### src/rtl/bsg_link_pkg.sv
// Shared types and constants for the upstream link sender and its credit counter.
package bsg_link_pkg;

    typedef enum logic {
        IDLE,
        SEND
    } state_e;

    // Each token rising edge returns 2**lg_token_decimation_lp credits.
    localparam int lg_token_decimation_lp = 3;

    function automatic int init_credits(input int lg_fifo_depth);
        return 1 << lg_fifo_depth;
    endfunction

endpackage

### src/rtl/bsg_link_credit_counter.sv
// Tracks receiver buffer credits: synchronizes the toggling token, adds credits
// on its rising edges, subtracts one per accepted word and flags overflow.
module bsg_link_credit_counter
    import bsg_link_pkg::*;
#(
    parameter int lg_fifo_depth_p                 = 6,
    parameter int lg_credit_to_token_decimation_p = lg_token_decimation_lp
) (
    input  logic                     clk,
    input  logic                     rst_n,
    input  logic                     token_i,
    input  logic                     accept_i,
    output logic [lg_fifo_depth_p:0] credit_o,
    output logic                     error_o
);

    localparam int cw_lp = lg_fifo_depth_p + 1;
    localparam logic [cw_lp-1:0] max_credit_lp = cw_lp'(init_credits(lg_fifo_depth_p));
    localparam logic [cw_lp:0]   inc_lp        = (cw_lp + 1)'(1 << lg_credit_to_token_decimation_p);

    logic [2:0]       sync_q, sync_d;
    logic [cw_lp-1:0] credit_q, credit_d;
    logic             error_q, error_d;
    logic             token_edge;
    logic [cw_lp:0]   sum_wide;

    // sync_q[1] is the synchronized token; sync_q[2] is its delayed copy for edge detect.
    assign token_edge = sync_q[1] & ~sync_q[2];

    always_comb begin
        sync_d   = {sync_q[1:0], token_i};
        sum_wide = {1'b0, credit_q} + (token_edge ? inc_lp : '0)
                   - {{cw_lp{1'b0}}, accept_i};
        credit_d = sum_wide[cw_lp-1:0];
        error_d  = error_q;
        if (sum_wide > {1'b0, max_credit_lp}) begin
            credit_d = max_credit_lp;
            error_d  = 1'b1;
        end
    end

    always_ff @(posedge clk or negedge rst_n) begin
        if (!rst_n) begin
            sync_q   <= '0;
            credit_q <= max_credit_lp;
            error_q  <= 1'b0;
        end else begin
            sync_q   <= sync_d;
            credit_q <= credit_d;
            error_q  <= error_d;
        end
    end

    assign credit_o = credit_q;
    assign error_o  = error_q;

endmodule

### src/rtl/bsg_link_upstream_ch_sender.sv
// Upstream link channel sender: accepts core words under credit flow control and
// serializes each one LSB-first into channel-wide io flits.
module bsg_link_upstream_ch_sender
    import bsg_link_pkg::*;
#(
    parameter int width_p                         = 16,
    parameter int channel_width_p                 = 8,
    parameter int lg_fifo_depth_p                 = 6,
    parameter int lg_credit_to_token_decimation_p = lg_token_decimation_lp
) (
    input  logic                       core_clk_i,
    input  logic                       core_link_reset_n_i,
    input  logic [width_p-1:0]         core_data_i,
    input  logic                       core_valid_i,
    output logic                       core_ready_o,
    input  logic                       token_i,
    output logic [channel_width_p-1:0] io_data_o,
    output logic                       io_valid_o,
    output logic [lg_fifo_depth_p:0]   credit_o,
    output logic                       error_o
);

    localparam int num_flits_lp = width_p / channel_width_p;
    localparam int idx_w_lp     = (num_flits_lp > 1) ? $clog2(num_flits_lp) : 1;
    localparam logic [idx_w_lp-1:0] last_idx_lp = idx_w_lp'(num_flits_lp - 1);

    state_e                                         state_q, state_d;
    logic [idx_w_lp-1:0]                            idx_q, idx_d;
    logic [width_p-1:0]                             data_q, data_d;
    logic [num_flits_lp-1:0][channel_width_p-1:0]   flits;
    logic                                           accept;

    assign flits  = data_q;
    assign accept = core_valid_i & core_ready_o;

    // Ready depends only on registered state so the core never sees a comb loop.
    assign core_ready_o = core_link_reset_n_i
                          & ((state_q == IDLE) | (idx_q == last_idx_lp))
                          & (credit_o != '0);

    always_comb begin
        state_d = state_q;
        idx_d   = idx_q;
        data_d  = data_q;
        case (state_q)
            IDLE: begin
                if (accept) begin
                    state_d = SEND;
                    idx_d   = '0;
                    data_d  = core_data_i;
                end
            end
            SEND: begin
                if (idx_q == last_idx_lp) begin
                    if (accept) begin
                        idx_d  = '0;
                        data_d = core_data_i;
                    end else begin
                        state_d = IDLE;
                    end
                end else begin
                    idx_d = idx_q + idx_w_lp'(1);
                end
            end
            default: state_d = IDLE;
        endcase
    end

    always_ff @(posedge core_clk_i or negedge core_link_reset_n_i) begin
        if (!core_link_reset_n_i) begin
            state_q <= IDLE;
            idx_q   <= '0;
            data_q  <= '0;
        end else begin
            state_q <= state_d;
            idx_q   <= idx_d;
            data_q  <= data_d;
        end
    end

    assign io_valid_o = (state_q == SEND);
    assign io_data_o  = io_valid_o ? flits[idx_q] : '0;

    bsg_link_credit_counter #(
        .lg_fifo_depth_p                (lg_fifo_depth_p),
        .lg_credit_to_token_decimation_p(lg_credit_to_token_decimation_p)
    ) credit_counter (
        .clk     (core_clk_i),
        .rst_n   (core_link_reset_n_i),
        .token_i (token_i),
        .accept_i(accept),
        .credit_o(credit_o),
        .error_o (error_o)
    );

endmodule
### config.mk
export PLATFORM = sky130hd
export DESIGN_NAME = bsg_link_upstream_ch_sender
export DESIGN_NICKNAME = d
export VERILOG_FILES = /design/src/rtl/bsg_link_pkg.sv /design/src/rtl/bsg_link_credit_counter.sv /design/src/rtl/bsg_link_upstream_ch_sender.sv
export SDC_FILE = /design/constraint.sdc
export NUM_CORES = 1
export LEC_CHECK = 0
export CAP_MARGIN = 20
export CELL_PAD_IN_SITES_DETAIL_PLACEMENT = 0
export CELL_PAD_IN_SITES_GLOBAL_PLACEMENT = 1
export CORE_MARGIN = 2
export CORE_UTILIZATION = 39
export DETAILED_ROUTE_END_ITERATION = 8
export GPL_TIMING_DRIVEN = 0
export PLACE_DENSITY_LB_ADDON = 0.1
export REMOVE_ABC_BUFFERS = 1
export SLEW_MARGIN = 20
export SYNTH_ARGS = -nofsm -noshare
export SYNTH_HDL_FRONTEND = slang
export SYNTH_HIERARCHICAL = 1
export SYNTH_SLANG_ARGS = --single-unit
### constraint.sdc
create_clock -name core_clk_i -period 4.1 [get_ports core_clk_i]
set_input_delay 0.82 -clock core_clk_i [delete_from_list [all_inputs] [get_ports core_clk_i]]
set_output_delay 0.82 -clock core_clk_i [all_outputs]
set_load 0.05 [all_outputs]
==> run metrics, run 1 <==
final WL=3.19 mm; area grow syn2layout=31.1%; upper clock frequency limit=0.264 GHz; pin count of the biggest net entering global routing=32; finished layout cell area=0.00210 mm²; register area share after synthesis=45.4%; Sequential Power Share=28.6%; Synth area leader=dfrtp_1; max_slew headroom=56.2%; Max H-tree Level=2; status=finished clean; GPL Wtd Cong=0.740; clock network power share=11.6%; post-DP HPWL=2.37 mm; Die W=68.1 µm; clock-pin slew on the worst setup and hold paths=60 ps; cells after synthesis=133; post-CTS setup buffers=1; vias in the first global route=1,122; clk root buf=clkbuf_8; fin nets=205; initial antenna violation count=0; CP startpoint kind=input pin; Skew-Pair Late Insertion Delay=270 ps; flops & latches, synth=29; drt first pass iters=4; top-area cell type share of the netlist area=43.8%; initial core utilization=40.3%; top cells by area, synth=dfrtp_1 (44%), mux2_4 (7.5%), ha_1 (6.3%); Yosys warning count=6; initial DRC count=53; via count=1,093; I/O pins=38; final hold vios=0; crit path cell chain=buf_2, nand2_1, a211oi_4, ha_1, inv_1, ha_1, fa_1, a211oi_2, nor2_1, xor2_1, o31a_1, or3b_1; Die H=68.1 µm; most frequent CP cell=ha_1; die footprint=0.00463 mm²; CORE AREA=0.00397 mm²; NetSw=0.839 mW; # rows=23; Logic pwr share=59.7%; Max FO, Critical Path=31; GRT Overall Usage=15.7%; worst clock skew=4.57 ps; Critical Path Max Stage Delay=510 ps; Max Cap Violations=0; CP Class=input pin to flip-flop; Port Buffers=37; layout cell share with drive strength beyond 1=19.2%; CTS tree=built; Antenna Cells=0; clock sink total=29; power per cell area=887 mW/mm²; Worst path slowest cell=buf_2; Overflow after GRT=0; final worst setup slack=317 ps; R2R setup slack=710 ps; minimum clock period=3780 ps; first-pass GRT wire length=5.27 mm; min-delay worst type=flip-flop to flip-flop; Sw Ratio=45.1%; leak pwr=0.911 nW; CP Data Arrival Time=3930 ps; DRC errors left=0; Worst setup EP type=flip-flop; Slew Limit Fails=0; synthesized cell area=0.00160 mm²; vias per inst=4.81; hold_buf cts=0; final antenna-violating net count=0; cell-internal power=1.02 mW; Tcrit/Tclk final=92.3%; worst slew pin tran=656 ps; Setup violations, final=0; Cell variety after synth=33; CTS resizes=0; peak supply drop=0.370 mV; CTS Buf Count=5; clock buffer depth=2; pre-CTS setup slack=-841 ps; Placed Area=0.00201 mm²; Crit path required time=4250 ps; Avg Synthesized Cell Area=12.0 µm²; WL/cell=14.0 µm; RSZ-0062 raised after global routing=no
sequential cells by signal (all words and copies together) (netlist names):
name                     flops
credit_counter/credit_o      7
credit_counter/error_o       1
credit_counter/sync_q        3
data_q                      16
idx_q                        1
io_valid_o                   1
area by class of cell:
| cell class | count | area [µm²] |
|---|---|---|
| fillers | 358 | 1870 |
| clock inverters | 2 | 10.0 |
| inverters | 12 | 45.0 |
| clock buffers | 6 | 72.6 |
| flip-flops and latches | 29 | 727 |
| well taps | 50 | 62.6 |
| multi-input cells | 90 | 808 |
| repair buffers | 38 | 373 |
layout by cell type, fill, tap and decap left out, types with 2 or more instances in the layout:
master           netlist  final
o21ai_0                4      4
clkinv_2               0      2
inv_1                 12     12
ha_1                   8      8
a31oi_1                2      2
nand3_1                2      2
a211oi_2               2      2
xor2_1                 2      2
mux2i_1                8      8
nor3b_1                4      4
clkbuf_8               0      5
nand2b_1               2      2
nand2_1                3      3
nor2b_1               12     12
clkdlybuf4s50_1        0     36
dfrtp_1               28     28
mux2_4                 8      8
nor2_1                11     11
mux2_2                 8      8
stage by stage:
| stage | instances | setup TNS, ps | utilization, % | power [mW] | hold WS (ps) |
|---|---|---|---|---|---|
| 2_1_floorplan | 131 | 0 | - | 1.35 | 331 |
| 3_3_place_gp | 218 | -11410 | 50.7 | 1.62 | 342 |
| 3_5_place_dp | 218 | -4320 | 50.6 | 1.65 | 350 |
| 4_1_cts | 227 | 0 | 52.8 | 1.88 | 373 |
| 5_1_grt | 227 | 0 | 52.8 | 2.00 | 385 |
| 6_report | 227 | 0 | 52.8 | 1.86 | 364 |
final timing paths:
check                                                   start                                    to  cells after the start
max                                       core_link_reset_n_i    credit_counter/error_o$_DFFE_PN0N_                     12
min                        credit_counter/sync_q[0]$_DFF_PN0_    credit_counter/sync_q[1]$_DFF_PN0_                      0
max reg2reg                                 idx_q$_DFFE_PN0P_    credit_counter/error_o$_DFFE_PN0N_                     11
min reg2reg                credit_counter/sync_q[0]$_DFF_PN0_    credit_counter/sync_q[1]$_DFF_PN0_                      0
max in group asynchronous                 core_link_reset_n_i  credit_counter/credit_o[0]$_DFF_PN0_                      1
min in group asynchronous                 core_link_reset_n_i                 data_q[9]$_DFFE_PN0P_                      1
worst max-delay path: cells and delay by family:
| family | cells | cell delay [ps] |
|---|---|---|
| compound gates | 3 | 900 |
| xor+xnor | 1 | 170 |
| fa+ha+maj | 3 | 820 |
| buf+inv | 2 | 550 |
| simple gates | 3 | 640 |
synth_stat cells:
cell type	number
or4b_1	1
a221oi_1	1
o21ai_0	4
nor2b_1	12
nand3_1	2
o31a_1	1
a31oi_1	2
buf_8	1
mux2_4	8
a211oi_4	1
nor2b_4	1
fa_1	1
or3b_2	1
mux2_2	8
or3b_1	1
nor3_1	1
nand2b_1	2
dfstp_2	1
nand2_1	3
ha_1	8
mux2i_1	8
xor2_1	2
inv_1	12
o2111ai_2	1
nor3b_1	4
nor2_1	11
dfrtp_1	28
a211oi_2	2
a21boi_0	1
nor4_4	1
or2_2	1
xnor2_1	1
buf_2	1
power groups by stage:
stage          Clock, mW  Combinational (mW)  Sequential [mW]
2_1_floorplan          0               0.743            0.604
3_3_place_gp           0                1.09            0.532
3_5_place_dp           0                1.11            0.538
4_1_cts            0.226                1.12            0.534
5_1_grt            0.243                1.21            0.552
6_report           0.217                1.11            0.533
metal layers:
metal  track usage [%]  vias to the layer above  wire [µm]
li1                  -                      540          -
met1              21.6                      526       1590
met2              23.2                       24       1410
met3              4.28                        3        164
met4              6.75                        0         21
met5                 0                        -          0
logic make-up (layout without fill, tap and decap cells):
logic type | Yosys count | after routing | share of synthesized area [%]
and+or+nand+nor | 41 | 41 | 15.9
DFF | 29 | 29 | 45.4
muxes | 24 | 24 | 18.1
buffers and inverters | 14 | 58 | 4.06
AOI/OAI and AO/OA | 13 | 13 | 7.35
adders and majority gates | 9 | 9 | 7.51
xor gates and xnor gates | 3 | 3 | 1.64
(Power assumes the default switching activity.)
==> run 2: changes to the inputs <==
- CTS_CLUSTER_DIAMETER: not set -> 50
- CTS_CLUSTER_SIZE: not set -> 28
==> results of run 2 <==
The final DEF is identical to that of run 1; final timing and power are the same.
==> run 3: changes to the inputs <==
- clock period: 4.1 -> 3.7 ns (I/O delays scaled with it)
==> run metrics, run 3 (synthesized netlist as in run 1, its figures left out) <==
DRC errors left=0; minimum clock period=3540 ps; GPL Wtd Cong=0.740; most common cell after layout, fill and taps aside=clkdlybuf4s50_1; upper clock frequency limit=0.282 GHz; Max Cap Violations=0; first-pass GRT wire length=5.26 mm; Die H=68.1 µm; Tcrit/Tclk final=95.7%; clk root buf=clkbuf_8; status=finished clean; leak pwr=0.911 nW; Max FO, Critical Path=3; post-DP HPWL=2.37 mm; vias in the first global route=1,129; CP Data Arrival Time=3690 ps; Antenna Cells=0; drt first pass iters=4; initial DRC count=52; most frequent cells in the layout=clkdlybuf4s50_1 (36), dfrtp_1 (28), nor2b_1 (12), inv_1 (12), nor2_1 (11); vias per inst=4.81; fin nets=205; Port Buffers=37; CORE AREA=0.00397 mm²; Overflow after GRT=0; Setup violations, final=0; WL/cell=14.1 µm; clock-pin slew on the worst setup and hold paths=60 ps; # rows=23; pre-CTS setup slack=-1160 ps; layout cell share with drive strength beyond 1=19.2%; max FFs per register=16; Slew Limit Fails=0; Fin Hold WS=364 ps; I/O pins=38; Crit path required time=3850 ps; CTS Buf Count=5; worst slew pin tran=623 ps; pin count of the biggest net entering global routing=32; final std cells w/o fill=227; fill count=358; min-delay worst type=flip-flop to flip-flop; CTS tree=built; final hold vios=0; final WL=3.20 mm; CP Class=input pin to flip-flop; multi-input logic area=808 µm²; via count=1,093; GRT Overall Usage=15.7%; initial antenna violation count=0; Worst setup EP type=flip-flop; die footprint=0.00463 mm²; clock sink total=29; final antenna-violating net count=0; initial core utilization=40.3%; RSZ-0062 raised after global routing=no; Reg area=727 µm²; final worst setup slack=159 ps; TNS Setup=0 ps; worst clock skew=4.87 ps; max_slew headroom=58.4%; Die W=68.1 µm; Max H-tree Level=2; largest reg by FF count=data_q; peak supply drop=0.410 mV; power per cell area=982 mW/mm²; CP startpoint kind=input pin; clock buffer depth=2; Skew-Pair Late Insertion Delay=270 ps; placed insts=218; area grow syn2layout=31.3%
run 3: cell count changes in the layout (fill, tap and decap cells not counted):
cell / before / now
buf_2: 1 / 0
buf_4: 1 / 2
run 3: stage by stage:
step / cell area, µm² / util (%) / power (mW)
final: 2100 / 52.9 / 2.06
after global placement: 2010 / 50.7 / 1.80
after floorplan: 1580 / - / 1.49
after detailed placement: 2010 / 50.6 / 1.83
after CTS: 2100 / 52.9 / 2.08
after global routing: 2100 / 52.9 / 2.22
run 3: what timing repair did:
| item | CTS | global route |
|---|---|---|
| setup endpoints to repair | 8 | 0 |
| hold buffers | 0 | 0 |
| buffers inserted | 1 | 0 |
| resized for setup | 1 | 0 |
run 3: worst paths after layout:
check	cells after the start	slack (ps)	endpoint	from
max	12	160	credit_counter/error_o$_DFFE_PN0N_	core_valid_i
min	0	360	credit_counter/sync_q[1]$_DFF_PN0_	credit_counter/sync_q[0]$_DFF_PN0_
max reg2reg	11	310	credit_counter/error_o$_DFFE_PN0N_	idx_q$_DFFE_PN0P_
min reg2reg	0	360	credit_counter/sync_q[1]$_DFF_PN0_	credit_counter/sync_q[0]$_DFF_PN0_
max in group asynchronous	1	3000	credit_counter/credit_o[6]$_DFF_PN1_	core_link_reset_n_i
min in group asynchronous	1	380	data_q[9]$_DFFE_PN0P_	core_link_reset_n_i
run 3: critical path: stages:
cell             delay [ps]
clkdlybuf4s50_1         480
nand2_1                  90
a211oi_4                200
ha_1                    180
inv_1                    40
ha_1                    210
fa_1                    430
a211oi_2                330
nor2_1                  100
xor2_1                  170
o31a_1                  350
or3b_1                  350
run 3: area by class of cell:
cell class	count	share of cell area [%]
inverters	12	2.14
well taps	50	2.98
flip-flops and latches	29	34.6
multi-input cells	90	38.5
clock inverters	2	0.476
repair buffers	38	17.9
clock buffers	6	3.45
run 3: per-layer routing:
layer	vias up	track usage [%]	share of wire (%)
li1	540	-	-
met4	0	6.75	0.66
met5	-	0	0
met2	24	23.5	44
met3	3	4.28	5.0
met1	526	21.2	50
run 3: power by group:
group	switching (mW)	internal, mW	total, mW	leakage (nW)
logic	0.685	0.548	1.23	0.520
registers	0.134	0.456	0.590	0.346
clock network	0.110	0.130	0.240	0.0450
